## config.mk

```make
export PLATFORM = sky130hd
export DESIGN_NAME = ahb_arbiter_rr
export DESIGN_NICKNAME = d
export VERILOG_FILES = /design/src/rtl/ahb_arb_pkg.sv /design/src/rtl/ahb_arb_pick.sv /design/src/rtl/ahb_arbiter_rr.sv
export SDC_FILE = /design/constraint.sdc
export NUM_CORES = 1
export LEC_CHECK = 0
export CORE_UTILIZATION = 30
export CTS_BUF_LIST = sky130_fd_sc_hd__clkbuf_4 sky130_fd_sc_hd__clkbuf_8
export DETAILED_ROUTE_END_ITERATION = 8
export GPL_TIMING_DRIVEN = 0
export HOLD_SLACK_MARGIN = 0.03
export PLACE_DENSITY_LB_ADDON = 0.2
export SLEW_MARGIN = 20
export SYNTH_ARGS = -nofsm -noshare
export SYNTH_HDL_FRONTEND = slang
export SYNTH_HIERARCHICAL = 1
export SYNTH_SLANG_ARGS = --single-unit
```

## constraint.sdc

```tcl
create_clock -name HCLK -period 5.6 [get_ports HCLK]
set_clock_uncertainty 0.05 [all_clocks]
set_input_delay 0.84 -clock HCLK [delete_from_list [all_inputs] [get_ports HCLK]]
set_output_delay 0.84 -clock HCLK [all_outputs]
set_load 0.005 [all_outputs]
```

## src/rtl/ahb_arb_pkg.sv

```systemverilog
// Shared types and helpers for the AHB round-robin arbiter.
// The slave response encoding and a one-hot to index converter sized for the largest bus.
package ahb_arb_pkg;

    typedef enum logic [1:0] {
        OKAY  = 2'b00,
        ERROR = 2'b01,
        RETRY = 2'b10,
        SPLIT = 2'b11
    } hresp_t;

    localparam int MAX_MASTERS = 16;
    localparam int MAX_IDX_W   = $clog2(MAX_MASTERS);

    // Callers zero-extend narrower grant vectors and truncate the result to their own index width.
    function automatic logic [MAX_IDX_W-1:0] onehot2idx(input logic [MAX_MASTERS-1:0] oh);
        logic [MAX_IDX_W-1:0] idx;
        idx = '0;
        for (int i = 0; i < MAX_MASTERS; i++) begin
            if (oh[i]) begin
                idx = idx | MAX_IDX_W'(i);
            end
        end
        return idx;
    endfunction

endpackage

```

## src/rtl/ahb_arb_pick.sv

```systemverilog
// Combinational request picker: round-robin starting after last_idx, or lowest index first.
// Returns a one-hot pick plus a flag saying whether any request was present.
module ahb_arb_pick #(
    parameter int N     = 4,
    parameter int IDX_W = 2
) (
    input  logic [N-1:0]     req,
    input  logic [IDX_W-1:0] last_idx,
    input  logic             rr_en,
    output logic [N-1:0]     pick,
    output logic             valid
);

    logic [IDX_W:0] start;
    logic [N-1:0]   rot;
    logic [N-1:0]   rot_oh;
    logic [N-1:0]   pick_rr;
    logic [N-1:0]   pick_fixed;

    // Rotate so last_idx+1 sits at bit 0, take the lowest set bit, then rotate back.
    always_comb begin
        start      = {1'b0, last_idx} + (IDX_W+1)'(1);
        rot        = N'({req, req} >> start);
        rot_oh     = rot & (~rot + N'(1));
        pick_rr    = N'(({rot_oh, rot_oh} << start) >> N);
        pick_fixed = req & (~req + N'(1));
        pick       = rr_en ? pick_rr : pick_fixed;
        valid      = |req;
    end

endmodule

```

## src/rtl/ahb_arbiter_rr.sv

```systemverilog
// AHB bus arbiter with round-robin or fixed priority, locked-transfer hold,
// split masking and a bounded grant tenure for non-locked owners.
module ahb_arbiter_rr
    import ahb_arb_pkg::*;
#(
    parameter int N_MASTERS      = 16,
    parameter bit RR_EN          = 1'b1,
    parameter int DEFAULT_MASTER = 0,
    parameter int MAX_HOLD       = 8
) (
    input  logic                         HCLK,
    input  logic                         HRESETn,
    input  logic [N_MASTERS-1:0]         HBUSREQx,
    input  logic [N_MASTERS-1:0]         HLOCKx,
    input  logic [N_MASTERS-1:0]         HSPLIT,
    input  logic                         HREADY,
    input  hresp_t                       HRESP,
    output logic [N_MASTERS-1:0]         HGRANTx,
    output logic [$clog2(N_MASTERS)-1:0] HMASTER,
    output logic                         HMASTLOCK
);

    localparam int IDX_W = $clog2(N_MASTERS);
    localparam int CNT_W = (MAX_HOLD < 2) ? 1 : $clog2(MAX_HOLD);
    localparam logic [N_MASTERS-1:0] DEFAULT_OH  = N_MASTERS'(1) << DEFAULT_MASTER;
    localparam logic [IDX_W-1:0]     DEFAULT_IDX = IDX_W'(DEFAULT_MASTER);

    logic [N_MASTERS-1:0] grant_q, grant_d;
    logic [IDX_W-1:0]     master_q, master_d;
    logic                 mastlock_q, mastlock_d;
    logic [N_MASTERS-1:0] mask_q, mask_d;
    logic [CNT_W-1:0]     hold_cnt_q, hold_cnt_d;
    logic [IDX_W-1:0]     rr_ptr_q, rr_ptr_d;

    logic [IDX_W-1:0]     owner_idx;
    logic [N_MASTERS-1:0] eligible;
    logic [N_MASTERS-1:0] others;
    logic [N_MASTERS-1:0] pick_oh;
    logic                 others_any;
    logic                 hold_ok;

    ahb_arb_pick #(
        .N     (N_MASTERS),
        .IDX_W (IDX_W)
    ) u_pick (
        .req      (others),
        .last_idx (rr_ptr_q),
        .rr_en    (RR_EN),
        .pick     (pick_oh),
        .valid    (others_any)
    );

    always_comb begin
        owner_idx = IDX_W'(onehot2idx(MAX_MASTERS'(grant_q)));
        eligible  = HBUSREQx & ~mask_q;
        others    = eligible & ~grant_q;
        hold_ok   = (MAX_HOLD == 0) || (int'(hold_cnt_q) < MAX_HOLD - 1);

        grant_d    = grant_q;
        hold_cnt_d = hold_cnt_q;
        rr_ptr_d   = rr_ptr_q;
        master_d   = master_q;
        mastlock_d = mastlock_q;

        if (HREADY) begin
            master_d   = owner_idx;
            mastlock_d = HLOCKx[owner_idx];
            // Lock beats everything, including an expired hold limit or a split mask.
            if (HLOCKx[owner_idx] && HBUSREQx[owner_idx]) begin
                grant_d = grant_q;
            end else if (eligible[owner_idx] && (!others_any || hold_ok)) begin
                if (others_any && (hold_cnt_q != '1)) begin
                    hold_cnt_d = hold_cnt_q + CNT_W'(1);
                end
            end else if (others_any) begin
                grant_d    = pick_oh;
                hold_cnt_d = '0;
            end else begin
                grant_d    = DEFAULT_OH;
                hold_cnt_d = '0;
            end
            if (grant_d != grant_q) begin
                rr_ptr_d = IDX_W'(onehot2idx(MAX_MASTERS'(grant_d)));
            end
        end
    end

    // Split clears are unqualified; a set on the same bit in the same cycle still wins.
    always_comb begin
        mask_d = mask_q & ~HSPLIT;
        if (HREADY && (HRESP == SPLIT)) begin
            mask_d[master_q] = 1'b1;
        end
    end

    always_ff @(posedge HCLK or negedge HRESETn) begin
        if (!HRESETn) begin
            grant_q    <= DEFAULT_OH;
            master_q   <= DEFAULT_IDX;
            mastlock_q <= 1'b0;
            mask_q     <= '0;
            hold_cnt_q <= '0;
            rr_ptr_q   <= DEFAULT_IDX;
        end else begin
            grant_q    <= grant_d;
            master_q   <= master_d;
            mastlock_q <= mastlock_d;
            mask_q     <= mask_d;
            hold_cnt_q <= hold_cnt_d;
            rr_ptr_q   <= rr_ptr_d;
        end
    end

    assign HGRANTx   = grant_q;
    assign HMASTER   = master_q;
    assign HMASTLOCK = mastlock_q;

endmodule

```

==> impl_metrics.py <==
metrics = {
    "route": {
        "dr.first_iter.drc_count": 555,
        "drc": 0,
        "finalWirelength_um": 23000,
        "detail-route-antenna-nets": 0,
        "dr.pass1.iters": 5,
        "wl_per_cell_um": 21.7,
        "vias": 6545,
        "viasPerCell": 6.17,
    },
    "synth": {
        "synthAdderAreaFrac": 0.00652,
        "async_flop_share": 1.00,
        "synth_compound_area_frac": 0.245,
        "synth.avg_cell_area_um2": 7.99,
        "synth.distinct_cells": 88,
        "synth_simple_gate_area_frac": 0.276,
        "netlist_area_mm2": 0.00576,
        "synthFlopType": "dfrtp_1",
        "yosysSeqAreaShare": 0.192,
        "synth_xor_area_frac": 0.0107,
        "synth_top_area_frac": 0.187,
        "synth_top_area_cell": "dfrtp_1",
        "synth_area_leaders": "dfrtp_1 (19%), mux2i_1 (7.5%), mux4_2 (7.4%)",
        "synth_top_family_by_area": "simple AND/OR/NAND/NOR gates",
        "yosysWarnings": 6,
        "synth_edf_count": 0,
        "ys_seq_elements": 44,
        "syn-num-nets": 776,
        "netlist_instances": 720,
        "synthMuxAreaShare": 0.201,
    },
    "place": {
        "port_buffers": 73,
        "dp_hpwl_um": 17800,
        "gp_congestion": 0.945,
        "placed_area_mm2": 0.00679,
    },
    "pwr": {
        "p_per_area_mw_per_mm2": 714,
        "fin_total_pwr_w": 0.00534,
        "irDropWorstVdd_mv": 0.264,
        "p_leak_nw": 2.77,
    },
    "worst_setup_path": {
        "path_buf_inv": 2,
        "path_cells": "clkdlybuf4s50_1, nor2b_4, and2_4, mux4_2, mux2_4, or3_1, a222oi_1, buf_4, nand4_1, o21ai_2, a311oi_2, nor3_1, o22a_2, xnor2_1, o2111ai_1, o21ai_1, nand4_1, a21oi_2, nor4_4, mux2_4",
        "arrival_ns": 5.57,
        "cp.required_ns": 5.76,
        "crit_path_max_incr_delay_ns": 0.59,
        "cpMaxStageDelayCell": "mux4_2",
        "crit_family": "compound AO/OA/AOI/OAI gates",
        "crit_path_start_kind": "input pin",
        "setup.worst_path.class": "in2reg",
        "endpoint_kind": "flop",
        "cp_max_fo": 8,
    },
    "timing": {
        "slew_violations": 0,
        "final.period_utilization": 0.967,
        "hold_viol_final": 0,
        "finalCriticalPeriod_ns": 5.42,
        "setup_viol": 0,
        "max_slew_margin": 0.406,
        "worst_pin_slew_ns": 0.889,
        "fmaxAchievable_mhz": 185,
    },
    "floorplan": {
        "coreArea_mm2": 0.0188,
        "die_width_um": 141,
        "num_rows": 50,
        "ioPinCount": 74,
        "start_util": 0.307,
        "die_y_um": 141,
        "dieArea_mm2": 0.0197,
    },
    "final_layout": {
        "final_common_cell": "nand2_1",
        "fin_area_mm2": 0.00748,
        "fin_nets": 881,
        "area_growth_pct": 30.0,
        "final_cell_mix": "nand2_1 (83), clkdlybuf4s50_1 (71), inv_1 (45), nor2_1 (44), dfrtp_1 (43)",
        "layout-drive-gt1-share": 0.220,
        "fill_cells": 1930,
        "n_antenna_cell": 0,
    },
    "clocking": {
        "clk_pin_slew_ns": 0.09,
        "clockBufferDepth": 2,
        "htreeDepth": 2,
        "cts_root_buffer": "clkbuf_8",
        "cts_sinks": 44,
        "ctsHoldBuffers": 0,
        "cts_tree": "yes",
        "clock_latency_ns": 0.32,
        "numCtsBuffers": 5,
    },
    "global_route": {
        "grt_pass1_vias": 6280,
        "grt_pass1_wl_um": 35600,
        "gr-usage-all-layers": 0.230,
        "antenna_found_initial": 0,
        "grt_max_degree": 26,
        "overflow": 0,
    },
    "outcome": {
        "status": "completed",
    },
    "hold_path": {
        "hp-class": "in2async",
    },
    "job": {
        "maxCapViolations": 0,
    },
}
[power by group]
| group | total [W] | internal (W) | switching [W] |
|---|---|---|---|
| Sequential | 0.000560 | 0.000413 | 0.000148 |
| Clock | 0.000265 | 0.000146 | 0.000119 |
| Combinational | 0.00452 | 0.00184 | 0.00268 |
[area by class of cell]
| type | instances | area, um2 | area share |
|---|---|---|---|
| multi-input cells | 583 | 4610 | 0.617 |
| flip-flops and latches | 44 | 1100 | 0.147 |
| repair buffers | 99 | 952 | 0.127 |
| well taps | 234 | 293 | 0.0391 |
| plain buffers | 45 | 221 | 0.0296 |
| inverters | 47 | 176 | 0.0236 |
| clock buffers | 6 | 82.6 | 0.0110 |
| clock inverters | 2 | 38.8 | 0.00519 |
[layer usage]
layer,up-vias,wire length (um),global-route usage
met2,365,10600,0.379
li1,2991,-,-
met5,-,0,0
met1,3135,10100,0.316
met4,0,742,0.0818
met3,54,1580,0.0181
[worst paths after layout]
kind | start | to | slack (ns) | cells after the start
worst max-delay path | HBUSREQx[1] | rr_ptr_q[1] | 0.18 | 20
worst min-delay path | HRESETn | mask_q[11] | 0.44 | 1
worst max register to register | rr_ptr_q[0] | rr_ptr_q[1] | 0.42 | 16
worst min register to register | HMASTLOCK | HMASTLOCK | 0.47 | 1
max in group asynchronous | HRESETn | mask_q[6] | 4.55 | 2
min in group HCLK | HMASTLOCK | HMASTLOCK | 0.47 | 1
[cell usage after synthesis, drive strengths merged, types with 9 or more instances]
cell type	number
nand2	86
nor2	48
inv	46
mux2i	44
dfrtp	43
a21oi	35
clkbuf	34
nand3	31
o22ai	31
o21ai	28
mux2	22
mux4	20
nor3	18
and3	15
nor4	13
buf	12
nand4	12
or3	12
a221oi	10
a31oi	10
nand3b	9
[what timing repair did]
| action | in CTS | in global routing |
|---|---|---|
| hold endpoints to repair | 0 | 0 |
| setup buffers | 16 | 10 |
| pin swaps | 6 | 17 |
| endpoints found under the setup margin | 4 | 4 |
| gates resized for setup | 56 | 46 |
[registers in the layout, summed over array words and instances, names as in the netlist]
signal / count
HGRANTx: 16
HMASTER: 4
HMASTLOCK: 1
hold_cnt_q: 3
mask_q: 16
rr_ptr_q: 4
[per-stage QoR]
stage | hold WS [ns] | utilization | TNS [ns] | worst slack [ns] | std cells
finish | 0.436 | 0.399 | 0 | 0.185 | 1060
global route | 0.468 | 0.399 | -0.0180 | -0.0170 | 1060
CTS | 0.452 | 0.387 | 0 | 0.00308 | 1051
detailed placement | 0.451 | 0.362 | -4.61 | -1.12 | 1028
global placement | 0.461 | 0.361 | -4.86 | -1.15 | 1027
floorplan | 0.455 | - | 0 | 0.445 | 720
[kinds of logic after synthesis]
group	Yosys count
multiplexers	86
adder cells (fa/ha/maj)	3
AO/OA/AOI/OAI	193
AND/OR/NAND/NOR	293
buffers and inverters	93
XOR/XNOR	7
other	1
flip-flops	44
Note: power is estimated with default switching activity, not from simulation.
